**src/rtl/dcu.sv**
```systemverilog
// rtl/dcu.sv - nibble-serial decipher unit (inverse toy-SPN, one round per clock)
//
// Collects a 16-bit ciphertext block and a 16-bit key as four nibbles each
// (most-significant first), decrypts with ROUNDS inverse rounds, and streams
// the plaintext out as four nibbles (most-significant first).
//
// Optional feature macro: DCU_BUSY_EN (adds the busy output).
//
// Ports:
//   clk       in   1  rising-edge clock
//   reset     in   1  synchronous active-high reset
//   in_valid  in   1  data_in/key nibble present
//   data_in   in   4  ciphertext nibble, MS first
//   key       in   4  key nibble, MS first
//   in_ready  out  1  high in LOAD (and not in reset); transfer on in_valid & in_ready
//   out_valid out  1  plaintext nibble valid (registered)
//   data_out  out  4  plaintext nibble, MS first (registered)
//   out_last  out  1  high with the 4th output nibble (registered)
//   busy      out  1  only with DCU_BUSY_EN: high in WHITEN, ROUND, OUT
module dcu #(
  parameter int ROUNDS = 4
) (
  input  logic       clk,
  input  logic       reset,
  input  logic       in_valid,
  input  logic [3:0] data_in,
  input  logic [3:0] key,
  output logic       in_ready,
  output logic       out_valid,
  output logic [3:0] data_out,
  output logic       out_last
`ifdef DCU_BUSY_EN
  ,
  output logic       busy
`endif
);

  localparam logic [3:0] NUM_ROUNDS = 4'(ROUNDS);

  typedef enum logic [1:0] {
    LOAD   = 2'd0,
    WHITEN = 2'd1,
    ROUND  = 2'd2,
    OUT    = 2'd3
  } state_t;

  state_t      state, state_d;
  logic [1:0]  cnt, cnt_d;          // load transfers, then output nibbles
  logic [3:0]  rnd, rnd_d;          // current round index r
  logic [15:0] c_reg, c_reg_d;
  logic [15:0] k_reg, k_reg_d;
  logic [15:0] s, s_d;
  logic [3:0]  data_out_d;
  logic        out_valid_d;
  logic        out_last_d;
  logic [15:0] round_out;

  function automatic logic [3:0] sinv(input logic [3:0] x);
    logic [3:0] y;
    case (x)
      4'h0: y = 4'h5;  4'h1: y = 4'hE;  4'h2: y = 4'hF;  4'h3: y = 4'h8;
      4'h4: y = 4'hC;  4'h5: y = 4'h1;  4'h6: y = 4'h2;  4'h7: y = 4'hD;
      4'h8: y = 4'hB;  4'h9: y = 4'h4;  4'hA: y = 4'h6;  4'hB: y = 4'h3;
      4'hC: y = 4'h0;  4'hD: y = 4'h7;  4'hE: y = 4'h9;  default: y = 4'hA;
    endcase
    return y;
  endfunction

  // K_r = rotl16(K, 4*(r mod 4)) with r folded into the low nibble.
  function automatic logic [15:0] round_key(input logic [15:0] k, input logic [3:0] r);
    logic [15:0] rk;
    case (r[1:0])
      2'd0:    rk = k;
      2'd1:    rk = {k[11:0], k[15:12]};
      2'd2:    rk = {k[7:0], k[15:8]};
      default: rk = {k[3:0], k[15:4]};
    endcase
    return rk ^ {12'h000, r};
  endfunction

  function automatic logic [15:0] inv_round(input logic [15:0] st, input logic [15:0] k,
                                            input logic [3:0] r);
    logic [15:0] t;
    t = {st[3:0], st[15:4]};
    t = {sinv(t[15:12]), sinv(t[11:8]), sinv(t[7:4]), sinv(t[3:0])};
    return t ^ round_key(k, r - 4'd1);
  endfunction

  // Gated with reset so nothing looks acceptable while reset is held.
  assign in_ready = (state == LOAD) && !reset;
`ifdef DCU_BUSY_EN
  assign busy = (state != LOAD) && !reset;
`endif

  always_comb begin
    state_d     = state;
    cnt_d       = cnt;
    rnd_d       = rnd;
    c_reg_d     = c_reg;
    k_reg_d     = k_reg;
    s_d         = s;
    data_out_d  = 4'h0;
    out_valid_d = 1'b0;
    out_last_d  = 1'b0;
    round_out   = inv_round(s, k_reg, rnd);
    case (state)
      LOAD: begin
        if (in_valid) begin
          c_reg_d = {c_reg[11:0], data_in};
          k_reg_d = {k_reg[11:0], key};
          cnt_d   = cnt + 2'd1;
          if (cnt == 2'd3) state_d = WHITEN;
        end
      end
      WHITEN: begin
        s_d     = c_reg ^ round_key(k_reg, NUM_ROUNDS);
        rnd_d   = NUM_ROUNDS;
        state_d = ROUND;
      end
      ROUND: begin
        rnd_d = rnd - 4'd1;
        if (rnd == 4'd1) begin
          // Last round: present the first nibble immediately so out_valid
          // is registered and lines up with entry into OUT.
          state_d     = OUT;
          s_d         = {round_out[11:0], 4'h0};
          data_out_d  = round_out[15:12];
          out_valid_d = 1'b1;
          cnt_d       = 2'd0;
        end else begin
          s_d = round_out;
        end
      end
      OUT: begin
        cnt_d = cnt + 2'd1;
        if (cnt == 2'd3) begin
          state_d = LOAD;
        end else begin
          out_valid_d = 1'b1;
          data_out_d  = s[15:12];
          s_d         = {s[11:0], 4'h0};
          out_last_d  = (cnt == 2'd2);
        end
      end
      default: state_d = LOAD;
    endcase
  end

  always_ff @(posedge clk) begin
    if (reset) begin
      state     <= LOAD;
      cnt       <= 2'd0;
      rnd       <= 4'd0;
      c_reg     <= 16'h0000;
      k_reg     <= 16'h0000;
      s         <= 16'h0000;
      data_out  <= 4'h0;
      out_valid <= 1'b0;
      out_last  <= 1'b0;
    end else begin
      state     <= state_d;
      cnt       <= cnt_d;
      rnd       <= rnd_d;
      c_reg     <= c_reg_d;
      k_reg     <= k_reg_d;
      s         <= s_d;
      data_out  <= data_out_d;
      out_valid <= out_valid_d;
      out_last  <= out_last_d;
    end
  end

endmodule

```
**config.mk**
```make
export PLATFORM = sky130hd
export DESIGN_NAME = dcu
export DESIGN_NICKNAME = d
export VERILOG_FILES = /design/src/rtl/dcu.sv
export SDC_FILE = /design/constraint.sdc
export NUM_CORES = 1
export LEC_CHECK = 0
export ABC_AREA = 1
export CAP_MARGIN = 20
export CORE_ASPECT_RATIO = 0.7
export CORE_MARGIN = 3
export CORE_UTILIZATION = 50
export DETAILED_ROUTE_END_ITERATION = 12
export GPL_TIMING_DRIVEN = 0
export PLACE_DENSITY = 0.7
export SYNTH_ARGS = -nofsm -noshare
export SYNTH_HDL_FRONTEND = slang
export SYNTH_SLANG_ARGS = --single-unit
```
**constraint.sdc**
```tcl
create_clock -name clk -period 3.8 [get_ports clk]
set_clock_uncertainty 0.1 [all_clocks]
set_input_delay 0.95 -clock clk [delete_from_list [all_inputs] [get_ports clk]]
set_output_delay 0.95 -clock clk [all_outputs]
set_load 0.05 [all_outputs]
```
After elaboration in Yosys (flattened, before gate mapping)
Memories as Yosys holds them, arrays and structs flattened. A register that Yosys moved wholly into a read port is not among the register bits.
Index checks and enable logic that the tools add are counted.
Storage, ports and cells
  flip-flop bits (word level): 62
  ROM bits: 256
  memories: 4
Memory list
  (no name shown): words 16, width 4, read ports 1, clocked after memory_dff 1, wr ports 0, line 60  | case (x)
  (no name shown): words 16, width 4, read ports 1, clocked after memory_dff 1, wr ports 0, line 60
  (no name shown): words 16, width 4, read ports 1, clocked after memory_dff 1, wr ports 0, line 60
  (no name shown): words 16, width 4, read ports 1, clocked after memory_dff 1, wr ports 0, line 60
Operators by class
  $add $sub $neg: 2
  eq/ne operators: 13
  muxes and demuxes: 28
  bitwise gates (word level): 5
  reduce and logical (&&, ||, !) cells: 12
Operators with widths (count)
  16-bit one-hot mux with 3 select lines: 2
  16-bit 2-to-1 mux: 3
  4-bit 2-to-1 mux: 10
  16-bit bitwise XOR: 2
  4-bit one-hot mux with 2 select lines: 2
  16-bit by 4-bit bitwise XOR with 16-bit output: 1
  2-bit 2-to-1 mux: 6
  2-bit == test, second input constant: 5
  2-bit inequality test, second input constant: 4
  2-bit one-hot mux with 4 select lines: 1
  2-bit one-hot mux with 3 select lines: 1
  3-bit nonzero test: 2
  2-bit by 1-bit == test with 1-bit output, second input constant: 2
  4-bit by 1-bit == test with 1-bit output, second input constant: 1
  2-bit zero test: 2
  2-bit AND reduction: 2
  4-bit AND reduction: 1
  4-bit by 1-bit subtractor with 4-bit output, second input constant: 1
  3-bit AND reduction: 1
  3-bit OR reduction: 1
  2-bit by 1-bit adder with 2-bit output, second input constant: 1
  1-bit 2-to-1 mux: 2
  2-bit by 1-bit inequality test with 1-bit output, second input constant: 1
  1-bit inverter: 2
  other kinds (4): 4

Longest topological paths before layout
  depth in word-level cells: 9
  depth in mapped cells: 22

Worst setup path after synthesis
Ideal clock, no wire load.
  path kind: in2out
  start point: input reset
  end point: output in_ready
  arrival: 1.805 ns
  data required time: 2.750 ns
  setup slack: 0.945 ns
  stages: 2
  buffers on the path: 1
  cells stage by stage: clkbuf_1 -> nor2_1
On the way
  cells in the longest elaborated chain, start to end: 2
RTL lines
  start, declared: line 24  | input logic reset,
  1-bit zero test: line 90  | assign in_ready = (state == LOAD) && !reset;
  1-bit logical AND: line 90
  end, declared: line 28  | output logic in_ready,
No other way between the ends.

Worst setup path after layout
Ends and elaborated chain as after synthesis.

==> run_summary.xml <==
<?xml version="1.0" encoding="UTF-8"?>
<metrics>
  <group name="final_layout">
    <metric name="number_of_standard_cells_in_the_layout_taps_in_and_fillers_out" unit="">969</metric>
    <metric name="final_nets" unit="">883</metric>
    <metric name="antennaDiodeCount" unit="">0</metric>
    <metric name="layout-area-overhead-vs-synth" unit="%">12.4</metric>
    <metric name="post_route_cells_drive_above_1_share" unit="">0.0927</metric>
  </group>
  <group name="clocking">
    <metric name="clkSinkCount" unit="">78</metric>
    <metric name="cts_root_buf" unit="">sky130_fd_sc_hd__clkbuf_16</metric>
    <metric name="cts_made_buffers" unit="">9</metric>
    <metric name="clock_latency" unit="ns">0.35</metric>
    <metric name="cts_htree_levels" unit="">3</metric>
    <metric name="cts_tree" unit="">yes</metric>
    <metric name="holdBufCountCts" unit="">0</metric>
    <metric name="clock_path_buffers" unit="">2</metric>
    <metric name="clk_transition_reported_paths" unit="ns">0.06</metric>
  </group>
  <group name="detailed_routing">
    <metric name="detail_route.first_pass.iterations" unit="">6</metric>
    <metric name="drt-initial-drc-count" unit="">718</metric>
    <metric name="routed_wirelength" unit="mm">15.7</metric>
    <metric name="drc" unit="">0</metric>
    <metric name="antenna_violating_nets_post_route" unit="">0</metric>
    <metric name="vias" unit="">5220</metric>
    <metric name="drt-wirelength-per-cell" unit="µm">16.3</metric>
    <metric name="avgViaCountPerCell" unit="">5.39</metric>
  </group>
  <group name="sta">
    <metric name="fin_crit" unit="ns">3.63</metric>
    <metric name="final_max_slew_viol_count" unit="">0</metric>
    <metric name="hold_viol_final" unit="">0</metric>
    <metric name="post_route_fraction_of_the_period_consumed_by_the_critical_path" unit="">0.956</metric>
    <metric name="slew_headroom" unit="">0.509</metric>
    <metric name="finalHoldWorstSlack" unit="ns">0.371</metric>
    <metric name="worst_pin_slew" unit="ns">0.736</metric>
    <metric name="final.setup.worst_slack" unit="ns">0.167</metric>
    <metric name="setup-tns-final" unit="ns">0</metric>
    <metric name="setup_repair_after_global_routing_missed_its_margin" unit="">no</metric>
    <metric name="fmaxAchievable" unit="MHz">275</metric>
    <metric name="finalSetupViolCount" unit="">0</metric>
  </group>
  <group name="synth">
    <metric name="yosysMostFrequentCell" unit="">sky130_fd_sc_hd__nand2_1</metric>
    <metric name="synth.net_count" unit="">855</metric>
    <metric name="ys_dominant_reg_cell" unit="">sky130_fd_sc_hd__dfxtp_1</metric>
    <metric name="share_of_the_yosys_chip_area_belonging_to_registers" unit="">0.301</metric>
    <metric name="synth_top_cell_area_share" unit="">0.301</metric>
    <metric name="netlist_instances" unit="">808</metric>
    <metric name="synth.cell_area" unit="µm²">5190</metric>
    <metric name="yosysWarnings" unit="">0</metric>
    <metric name="syn-mean-instance-area" unit="µm²">6.42</metric>
    <metric name="async_reset_ff_frac" unit="">0</metric>
    <metric name="yosys_register_bits" unit="">78</metric>
    <metric name="post-synth-top-area-cell" unit="">sky130_fd_sc_hd__dfxtp_1</metric>
    <metric name="synthTopCellsByArea" unit="">sky130_fd_sc_hd__dfxtp_1 (30%), sky130_fd_sc_hd__nand2_1 (19%), sky130_fd_sc_hd__ha_1 (8.7%), sky130_fd_sc_hd__nand3_1 (6.8%), sky130_fd_sc_hd__a21oi_1 (6.5%)</metric>
    <metric name="synth_common_cells" unit="">sky130_fd_sc_hd__nand2_1 (264), sky130_fd_sc_hd__inv_1 (83), sky130_fd_sc_hd__dfxtp_1 (78)</metric>
    <metric name="synth_edf_count" unit="">0</metric>
    <metric name="netlist-cell-type-count" unit="">32</metric>
  </group>
  <group name="worst_setup_path">
    <metric name="setup.worst_path.class" unit="">input pin to output port</metric>
    <metric name="critical_path.cell_chain" unit="">clkdlybuf4s50_1 -&gt; clkbuf_2 -&gt; nor2_1 -&gt; dlygate4sd2_1</metric>
    <metric name="worstSetupEndpointType" unit="">output port</metric>
    <metric name="critical_path_arrival" unit="ns">2.58</metric>
    <metric name="critical_path_s_largest_stage_delay" unit="ns">0.64</metric>
    <metric name="required" unit="ns">2.75</metric>
    <metric name="timing.critical_path.fanout_max" unit="">10</metric>
    <metric name="start_kind" unit="">input pin</metric>
    <metric name="timing.critical_path.slowest_stage_cell" unit="">sky130_fd_sc_hd__clkdlybuf4s50_1</metric>
  </group>
  <group name="placement">
    <metric name="port_buffers" unit="">17</metric>
    <metric name="placement.setup.worst_slack" unit="ns">-0.258</metric>
    <metric name="routabilityCongestion" unit="">0.976</metric>
    <metric name="post_dp_hpwl" unit="mm">12.1</metric>
    <metric name="dp_cells" unit="">953</metric>
  </group>
  <group name="flow_run">
    <metric name="max_cap_violations" unit="">0</metric>
  </group>
  <group name="grt">
    <metric name="grt.busiest_layer" unit="">met1</metric>
    <metric name="grtUsageTotal" unit="">0.276</metric>
    <metric name="grt_util_met1" unit="">0.414</metric>
    <metric name="grt_pass1_vias" unit="">4668</metric>
    <metric name="grt_max_degree" unit="">14</metric>
    <metric name="grt-ovfl-total" unit="">0</metric>
    <metric name="grt_pass1_wl" unit="mm">24.8</metric>
    <metric name="globalRouteMet2Util" unit="">0.384</metric>
    <metric name="gr-usage-met3" unit="">0.0870</metric>
    <metric name="grt_antenna_before_repair" unit="">0</metric>
  </group>
  <group name="power_and_ir_drop">
    <metric name="p_total" unit="mW">4.36</metric>
    <metric name="vdd_drop_max" unit="mV">0.291</metric>
    <metric name="power.density_cell_area" unit="nW/µm²">746</metric>
    <metric name="leakagePower" unit="nW">2.88</metric>
  </group>
  <group name="floorplan">
    <metric name="ioPinCount" unit="">18</metric>
    <metric name="effective_utilization_at_floorplan" unit="">0.524</metric>
    <metric name="std_cell_rows" unit="">30</metric>
    <metric name="die_width" unit="µm">128</metric>
    <metric name="die-area" unit="µm²">11700</metric>
    <metric name="floorplan.core_area" unit="µm²">9910</metric>
    <metric name="die_h" unit="µm">91.2</metric>
  </group>
  <group name="hold_path">
    <metric name="min_path_type" unit="">flip-flop to flip-flop</metric>
  </group>
  <group name="status">
    <metric name="outcome" unit="">completed</metric>
  </group>
</metrics>
## final timing paths
path / cells past startpoint / endpoint / start / slack (ns)
worst max-delay path: 4 / in_ready / reset / 0.17
worst min-delay path: 2 / data_out[3] / s[15] / 0.37
worst max register to register: 17 / flip-flop / rnd[0] / 0.43
worst min register to register: 2 / data_out[3] / s[15] / 0.37
## through the flow
stage          cell area [µm²]  utilization
6_report                  5840        0.589
5_1_grt                   5840        0.589
4_1_cts                   5840        0.589
3_5_place_dp              5520        0.557
3_3_place_gp              5520        0.557
2_1_floorplan             5190            -
## area by class of cell
type / instances / area (µm²)
inverters: 98 / 368
well taps: 128 / 160
clock inverters: 5 / 82.6
repair buffers: 17 / 169
flip-flops and latches: 78 / 1560
fillers: 925 / 4070
plain buffers: 27 / 168
clock buffers: 11 / 233
multi-input cells: 605 / 3090
## power by group
part	internal [mW]	total, mW	switching, mW
logic	0.713	2.20	1.49
registers	1.04	1.23	0.185
clock network	0.578	0.924	0.346
## what timing repair did
item,in CTS,in global routing
gates resized for setup,2,0
endpoints found under the setup margin,1,0
setup buffers,0,0
hold endpoints to repair,0,0
## critical path, delay by kind of cell
kind,cells,cell delay [ns]
buf+inv,3,1.49
simple gates,1,0.14
## per-layer routing
metal  routed length (µm)  part of all wire
met1                 7610              0.48
met2                 6350              0.40
met3                 1580              0.10
met4                  212             0.013
met5                    0                 0
## cell families after synthesis
| group | after synthesis | share of synthesized area |
|---|---|---|
| compound gates | 152 | 0.168 |
| xor+xnor | 4 | 0.00675 |
| fa+ha+maj | 36 | 0.0868 |
| buf+inv | 125 | 0.103 |
| flops | 78 | 0.301 |
| simple gates | 413 | 0.334 |
## cells in the final DEF (no fill, tap or decap), types with 2 or more instances in the layout
cell and count:
sky130_fd_sc_hd__nor2_1 49, sky130_fd_sc_hd__a21oi_1 67, sky130_fd_sc_hd__xnor2_1 2, sky130_fd_sc_hd__clkbuf_16 9
sky130_fd_sc_hd__buf_2 4, sky130_fd_sc_hd__a21oi_4 6, sky130_fd_sc_hd__a21oi_2 3, sky130_fd_sc_hd__nand3_2 2
sky130_fd_sc_hd__dfxtp_1 78, sky130_fd_sc_hd__o21ai_1 6, sky130_fd_sc_hd__inv_1 83, sky130_fd_sc_hd__buf_4 4
sky130_fd_sc_hd__xor2_1 2, sky130_fd_sc_hd__nand2_4 2, sky130_fd_sc_hd__nand3b_1 2, sky130_fd_sc_hd__ha_1 36
sky130_fd_sc_hd__buf_6 6, sky130_fd_sc_hd__nand3_1 71, sky130_fd_sc_hd__o21ai_0 59, sky130_fd_sc_hd__bufinv_16 2
sky130_fd_sc_hd__nand2_1 264, sky130_fd_sc_hd__clkdlybuf4s50_1 16, sky130_fd_sc_hd__clkbuf_1 14, sky130_fd_sc_hd__nand2_2 11
sky130_fd_sc_hd__nor2_2 3, sky130_fd_sc_hd__inv_2 15, sky130_fd_sc_hd__o211ai_1 8, sky130_fd_sc_hd__or2_2 5
Note: power is estimated with default switching activity, not from simulation.
